===== src/rtl/uart_tx.sv =====
// -----------------------------------------------------------------------------
// uart_tx -- UART transmitter with a one-entry holding register.
//
// Serialises one frame per accepted byte. The frame is a start bit (low), then
// DATA_BITS data bits LSB first, then an optional even parity bit, then
// STOP_BITS stop bits (high). Every line change happens on a sys_clk edge
// where baud_tick is high, so each bit lasts exactly one tick interval.
// A byte waiting in the holding register is loaded on the final stop-bit tick,
// which gives back-to-back frames with no idle gap.
//
// Build option:
//   UART_TX_PARITY_EN  when defined, an even parity bit (XOR of the data bits)
//                      is sent between the last data bit and the first stop
//                      bit. When undefined, no parity state or logic exists.
//
// Parameters:
//   DATA_BITS  data bits per frame (5..8)
//   STOP_BITS  stop bits per frame (1 or 2)
//
// Ports:
//   sys_clk    in   system clock
//   reset_n    in   asynchronous active-low reset
//   baud_tick  in   one-cycle pulse per bit period
//   tx_data    in   byte to send, captured on acceptance
//   tx_valid   in   tx_data is valid
//   tx_ready   out  holding register empty (registered)
//   tx         out  serial line, registered, idle high
//   tx_busy    out  a frame is on the line (registered)
// -----------------------------------------------------------------------------
module uart_tx #(
    parameter int DATA_BITS = 8,
    parameter int STOP_BITS = 1
) (
    input  logic                 sys_clk,
    input  logic                 reset_n,
    input  logic                 baud_tick,
    input  logic [DATA_BITS-1:0] tx_data,
    input  logic                 tx_valid,
    output logic                 tx_ready,
    output logic                 tx,
    output logic                 tx_busy
);

    localparam int unsigned CntW = $clog2(DATA_BITS);

`ifdef UART_TX_PARITY_EN
    typedef enum logic [2:0] {StIdle, StStart, StData, StParity, StStop} state_e;
`else
    typedef enum logic [2:0] {StIdle, StStart, StData, StStop} state_e;
`endif

    state_e               state_q, state_d;
    logic [DATA_BITS-1:0] hold_q, hold_d;
    logic                 hold_full_q, hold_full_d;
    logic [DATA_BITS-1:0] shift_q, shift_d;
    logic [CntW-1:0]      bit_cnt_q, bit_cnt_d;
    logic                 stop_cnt_q, stop_cnt_d;
    logic                 tx_q, tx_d;
    logic                 busy_q, busy_d;
`ifdef UART_TX_PARITY_EN
    logic                 parity_q, parity_d;
`endif

    logic accept;
    logic bit_last;
    logic stop_last;

    // Holding register is a flop, so a byte accepted on a tick edge while idle
    // only starts its frame on the following tick.
    assign accept    = tx_valid && !hold_full_q;
    assign bit_last  = int'(bit_cnt_q) >= DATA_BITS - 1;
    assign stop_last = int'(stop_cnt_q) >= STOP_BITS - 1;

    // State and datapath registers.
    always_ff @(posedge sys_clk or negedge reset_n) begin
        if (!reset_n) begin
            state_q     <= StIdle;
            hold_q      <= '0;
            hold_full_q <= 1'b0;
            shift_q     <= '0;
            bit_cnt_q   <= '0;
            stop_cnt_q  <= 1'b0;
            tx_q        <= 1'b1;
            busy_q      <= 1'b0;
`ifdef UART_TX_PARITY_EN
            parity_q    <= 1'b0;
`endif
        end else begin
            state_q     <= state_d;
            hold_q      <= hold_d;
            hold_full_q <= hold_full_d;
            shift_q     <= shift_d;
            bit_cnt_q   <= bit_cnt_d;
            stop_cnt_q  <= stop_cnt_d;
            tx_q        <= tx_d;
            busy_q      <= busy_d;
`ifdef UART_TX_PARITY_EN
            parity_q    <= parity_d;
`endif
        end
    end

    // Next-state logic.
    always_comb begin
        state_d = state_q;
        if (baud_tick) begin
            unique case (state_q)
                StIdle: begin
                    if (hold_full_q) state_d = StStart;
                end
                StStart: state_d = StData;
                StData: begin
                    if (bit_last) begin
`ifdef UART_TX_PARITY_EN
                        state_d = StParity;
`else
                        state_d = StStop;
`endif
                    end
                end
`ifdef UART_TX_PARITY_EN
                StParity: state_d = StStop;
`endif
                StStop: begin
                    if (stop_last) state_d = hold_full_q ? StStart : StIdle;
                end
                default: state_d = StIdle;
            endcase
        end
    end

    // Datapath next values: holding register, shifter, counters, line.
    always_comb begin
        hold_d      = hold_q;
        hold_full_d = hold_full_q;
        shift_d     = shift_q;
        bit_cnt_d   = bit_cnt_q;
        stop_cnt_d  = stop_cnt_q;
        tx_d        = tx_q;
`ifdef UART_TX_PARITY_EN
        parity_d    = parity_q;
`endif

        if (accept) begin
            hold_d      = tx_data;
            hold_full_d = 1'b1;
        end

        if (baud_tick) begin
            unique case (state_q)
                StIdle: begin
                    tx_d = 1'b1;
                    if (hold_full_q) begin
                        shift_d     = hold_q;
                        hold_full_d = 1'b0;
                        tx_d        = 1'b0;
`ifdef UART_TX_PARITY_EN
                        parity_d    = ^hold_q;
`endif
                    end
                end
                StStart: begin
                    tx_d      = shift_q[0];
                    bit_cnt_d = '0;
                end
                StData: begin
                    if (!bit_last) begin
                        shift_d   = shift_q >> 1;
                        tx_d      = shift_q[1];
                        bit_cnt_d = bit_cnt_q + 1'b1;
                    end else begin
`ifdef UART_TX_PARITY_EN
                        tx_d       = parity_q;
`else
                        tx_d       = 1'b1;
`endif
                        stop_cnt_d = 1'b0;
                    end
                end
`ifdef UART_TX_PARITY_EN
                StParity: begin
                    tx_d       = 1'b1;
                    stop_cnt_d = 1'b0;
                end
`endif
                StStop: begin
                    tx_d = 1'b1;
                    if (!stop_last) begin
                        stop_cnt_d = 1'b1;
                    end else if (hold_full_q) begin
                        // Back-to-back: next start bit begins on this tick.
                        shift_d     = hold_q;
                        hold_full_d = 1'b0;
                        tx_d        = 1'b0;
`ifdef UART_TX_PARITY_EN
                        parity_d    = ^hold_q;
`endif
                    end
                end
                default: tx_d = 1'b1;
            endcase
        end
    end

    assign busy_d = (state_d != StIdle);

    // Outputs come straight from flops.
    always_comb begin
        tx       = tx_q;
        tx_busy  = busy_q;
        tx_ready = !hold_full_q;
    end

endmodule


===== config.mk =====
export PLATFORM = sky130hd
export DESIGN_NAME = uart_tx
export DESIGN_NICKNAME = d
export VERILOG_FILES = /design/src/rtl/uart_tx.sv
export SDC_FILE = /design/constraint.sdc
export NUM_CORES = 1
export LEC_CHECK = 0
export ABC_AREA = 1
export CORE_MARGIN = 3
export CORE_UTILIZATION = 55
export DETAILED_ROUTE_END_ITERATION = 6
export GPL_ROUTABILITY_DRIVEN = 0
export PLACE_DENSITY = 0.82
export SYNTH_ARGS = -nofsm -noshare
export SYNTH_HDL_FRONTEND = slang
export SYNTH_SLANG_ARGS = --single-unit

===== constraint.sdc =====
create_clock -name sys_clk -period 3.9 [get_ports sys_clk]
set_input_delay 0.39 -clock sys_clk [delete_from_list [all_inputs] [get_ports sys_clk]]
set_output_delay 0.39 -clock sys_clk [all_outputs]
set_load 0.02 [all_outputs]

## Yosys cells after proc, flatten, opt, wreduce, memory -nomap -nowiden

Cells that the tools add are included.

| storage, ports and cells | value |
|---|---|
| register bits | 25 |
| word-level logic and storage cells | 40 |
| input port bits | 12 |

| cells by class | value |
|---|---|
| muxes and demuxes | 17 |
| eq/ne operators | 5 |
| $add $sub $neg | 1 |
| reduce and logical (&&, ||, !) cells | 9 |
| magnitude comparators | 1 |

Operator list:

| operator | count |
|---|---|
| two-way mux 8 bit | 2 |
| one-hot mux 8 bit (2 select lines) | 1 |
| two-way mux 3 bit | 4 |
| one-hot mux 3 bit (4 select lines) | 1 |
| two-way mux 1 bit | 7 |
| equality test 3 x 2 -> 1 bit, second input constant | 2 |
| one-hot mux 3 bit (2 select lines) | 1 |
| AND reduction 4 bit | 1 |
| nonzero test 2 bit | 2 |
| adder 3 x 1 -> 3 bit, second input constant | 1 |
| equality test 3 x 1 -> 1 bit, second input constant | 1 |
| greater-or-equal comparator 3 bit, second input constant | 1 |
| logical NOT 3 bit | 1 |
| one-hot mux 1 bit (3 select lines) | 1 |
| AND reduction 3 bit | 1 |
| nonzero test 3 bit | 1 |
| inequality test 2 x 1 -> 1 bit, second input constant | 1 |
| inequality test 2 bit, second input constant | 1 |
| OR reduction 2 bit | 1 |
| logical AND 1 bit | 1 |
| logical NOT 1 bit | 1 |

## Longest topological paths before layout

| logic depth | value |
|---|---|
| depth in word-level cells | 6 |
| mapped depth | 8 |

## Worst setup path before layout

No wires, ideal clock.

| timing path | value |
|---|---|
| path type | register to register |
| start point | register bit_cnt_q[0] |
| end point | register bit_cnt_q[0] |
| cell stages (with the launch flop) | 9 |
| setup slack | 2,527 ps |
| arrival | 1,246 ps |
| setup time | 126 ps |
| cells stage by stage | dfrtp_1 -> ha_1 -> ha_1 -> inv_1 -> nand2_1 -> nand2_1 -> nand3_1 -> nand2_1 -> o21ai_0 |

| between the ends | value |
|---|---|
| longest elaborated chain between the ends | 3 |
| elaborated cells between the ends (all ways) | 6 |

Ends and longest elaborated chain:

| element | line | source |
|---|---|---|
| start, declared | 56 | `logic [CntW-1:0] bit_cnt_q, bit_cnt_d;` |
| start signal, assigned | 93 | `bit_cnt_q <= bit_cnt_d;` |
| adder 3 x 1 -> 3 bit or greater-or-equal comparator 3 bit (tied branches) | 170, 71 |  |
| two-way mux 3 bit or inequality test 2 bit (tied branches) | -- |  |
| one-hot mux 3 bit (2 select lines) or AND reduction 3 bit (tied branches) | -- |  |

Several ways; a longest one is shown, not always the timed one. The select of a mux whose other input is x is not followed.
A chain may end at the register's enable or synchronous reset.

## Worst setup path after layout

| timing path | value |
|---|---|
| start point | register hold_full_q |
| end point | output tx_ready |

| between the ends | value |
|---|---|
| longest elaborated chain between the ends | 1 |

Ends and longest elaborated chain:

| element | line | source |
|---|---|---|
| start, declared | 54 | `logic hold_full_q, hold_full_d;` |
| start signal, assigned | 91 | `hold_full_q <= hold_full_d;` |
| logical NOT 1 bit | 211 | `tx_ready = !hold_full_q;` |
| end, declared | 39 | `output logic tx_ready,` |

Every way passes these cells.

==> flow_summary_export.csv <==
group,metric,value,unit
power,seqPwrFrac,0.410,
sta,rsz0062_at_grt,"false",
hold_path,hp-class,"reg2reg",
clock_network,cts_resized,0,
critical_path,required,3.51,ns
sta,setup-tns-final,0,ns
global_routing,grt_overflow,0,
power,fin_total_pwr,1.10,mW
drt,first_pass_iters,4,
critical_path,endpoint_kind,"output port",
die,ioPinCount,15,
die,rows,16,
power,p_int,0.625,mW
global_routing,grt_pass1_vias,948,
critical_path,cp.arrival,1.61,ns
die,die_h,53.2,µm
sta,tightest_slew,1.07,ns
finish,final_nets,171,
clock_network,htreeDepth,1,
place,io_buffers,14,
critical_path,slowest_stage,"clkdlybuf4s50_1",
power,powerDensity,772,nW/µm²
critical_path,crit_path_start_kind,"register",
die,chipWidth,53.2,µm
synth,synth_edf_count,0,
synth,syn-num-nets,152,
drt,drc,0,
sta,setup_viol,0,
clock_network,cts_tree,"done",
clock_network,path_clk_slew,0.14,ns
power,p_switching,0.476,mW
sta,report.final.slew_viol_count,0,
power,power_leakage,0.712,nW
synth,syn-mean-instance-area,8.87,µm²
drt,routed_wl,2340,µm
clock_network,cts_hold_buffers,0,
drt,vias_per_cell,5.26,
global_routing,grt_max_degree,26,
status,status,"finished clean",
clock_network,cts-root-buf,"clkbuf_4",
sta,holdWs,0.503,ns
critical_path,cp_max_fo,5,
clock_network,cts_sinks,25,
synth,synth.distinct_cells,19,
synth,synth_ff_type,"dfrtp_1",
die,floorplan.initialDensity,0.599,
synth,synth-seq-cells,25,
critical_path,worst_path_largest_cell_delay,0.66,ns
critical_path,crit_chain,"inv_1 -> clkdlybuf4s50_1",
finish,seq_area,627,µm²
drt,vias,963,
sta,finClkSkew,0.00112,ns
finish,fillCellCount,175,
clock_network,cts_inserted_buffers,3,
finish,area.growth.synth_to_final,16.5,%
power,swShare,0.433,
power,vdd_ir_drop_max,0.511,mV
synth,syn-instance-count,138,
clock_network,clockBufferDepth,2,
synth,synthTopCellsByCount,"51 x nand2_1, 24 x dfrtp_1, 21 x nand3_1",
power,pwr-share-clk,0.106,
job,cap_viol_max_count,0,
sta,maxSlewHeadroom,0.282,
drt,ant_nets,0,
die,core,2040,µm²
sta,hold_viol,0,
global_routing,grt_pass1_wl,4100,µm
place,post-place-ws,2.16,ns
drt,first_iter_violations,18,
finish,drive_gt1_frac,0.141,
clock_network,postCtsSetupBuffers,0,
synth,yosysMostFrequentCell,"nand2_1",
place,place_hpwl,1740,µm
global_routing,antenna_found_initial,0,
critical_path,path_class,"reg2out",
sta,fin_ws,1.90,ns
synth,ys_warn_count,0,
synth,synth_top_area_frac,0.491,
sta,finalCritPeriodShare,0.513,
finish,n_antenna_cell,0,
clock_network,clock_latency,0.32,ns
power,combPwrFrac,0.484,
die,die_area,2830,µm²
finish,multi_input_area,574,µm²
synth,yosys-top-cells-area,"dfrtp_1 49%, nand2_1 16%, nand3_1 8.6%",
synth,synth_largest_area_cell,"dfrtp_1",
synth,netlist_area,1220,µm²
synth,ys_seq_area_frac,0.512,
sta,min_period,2.00,ns
global_routing,grt_use_total,0.200,
sta,fmax,499,MHz
drt,wire_per_inst,12.8,µm
synth,synthArstFlopShare,1.00,
-- worst max-delay path, delay by kind of cell, from the launching register on --
kind / cells / cell delay (ns)
buf+inv: 2 / 0.89
flops: 1 / 0.41
-- metrics by stage --
stage | util | instance area (µm²) | instances
after floorplan | - | 1220 | 138
after global placement | 0.684 | 1400 | 179
after detailed placement | 0.684 | 1400 | 179
after CTS | 0.698 | 1430 | 183
after global routing | 0.698 | 1430 | 183
final | 0.698 | 1430 | 183
-- logic make-up after synthesis --
logic type	Yosys count	synth area share
simple gates	88	0.331
flops	25	0.512
compound gates	10	0.0532
mux	7	0.0644
buf+inv	6	0.0184
fa+ha+maj	2	0.0204
-- power by group through the flow --
stage | combinational, mW | sequential (mW) | clock, mW
floorplan | 0.394 | 0.450 | 0
global placement | 0.513 | 0.450 | 0
finish | 0.533 | 0.452 | 0.116
detailed placement | 0.532 | 0.456 | 0
global route | 0.603 | 0.464 | 0.127
CTS | 0.535 | 0.451 | 0.117
-- final cells by class --
class / instances / share of cell area
sequential: 25 / 0.440
multi-input combinational: 107 / 0.403
timing repair buffer: 14 / 0.0983
tap: 27 / 0.0237
clock buffer: 3 / 0.0158
inverter: 6 / 0.0158
clock inverter: 1 / 0.00351
-- routing by layer --
layer | part of all wire | global-route usage | up-vias
met5 | 0 | 0 | -
met4 | 0.011 | 0.0511 | 0
met3 | 0.035 | 0.0338 | 5
met2 | 0.47 | 0.341 | 25
met1 | 0.48 | 0.262 | 443
li1 | - | - | 490
-- final timing paths --
path	start	to	slack [ns]	cells after the start
setup / recovery	hold_full_q	tx_ready	1.90	2
hold / removal	shift_q[5]	shift_q[5]	0.50	2
setup reg to reg	bit_cnt_q[0]	bit_cnt_q[1]	2.30	8
hold reg to reg	shift_q[5]	shift_q[5]	0.50	2
max in group asynchronous	reset_n	hold_q[2]	2.63	1
min in group asynchronous	reset_n	bit_cnt_q[0]	0.64	1
-- cell usage in the layout, fill, tap and decap left out, types with 2 or more instances in the layout --
| cell | n |
|---|---|
| nand3_1 | 21 |
| inv_1 | 5 |
| ha_1 | 2 |
| clkbuf_4 | 3 |
| nand2_4 | 2 |
| a21oi_1 | 3 |
| nand2_1 | 51 |
| o21ai_0 | 4 |
| nand3_2 | 2 |
| mux2_2 | 7 |
| clkdlybuf4s50_1 | 14 |
| dfrtp_1 | 24 |
| nor2_1 | 9 |
-- sequential cells by signal (all words and copies together), names as in the netlist --
| register | count |
|---|---|
| hold_q | 8 |
| shift_q | 8 |
| bit_cnt_q | 3 |
| state_q | 3 |
| hold_full_q | 1 |
| tx | 1 |
| tx_busy | 1 |
Power figures use the tool's default switching activity.
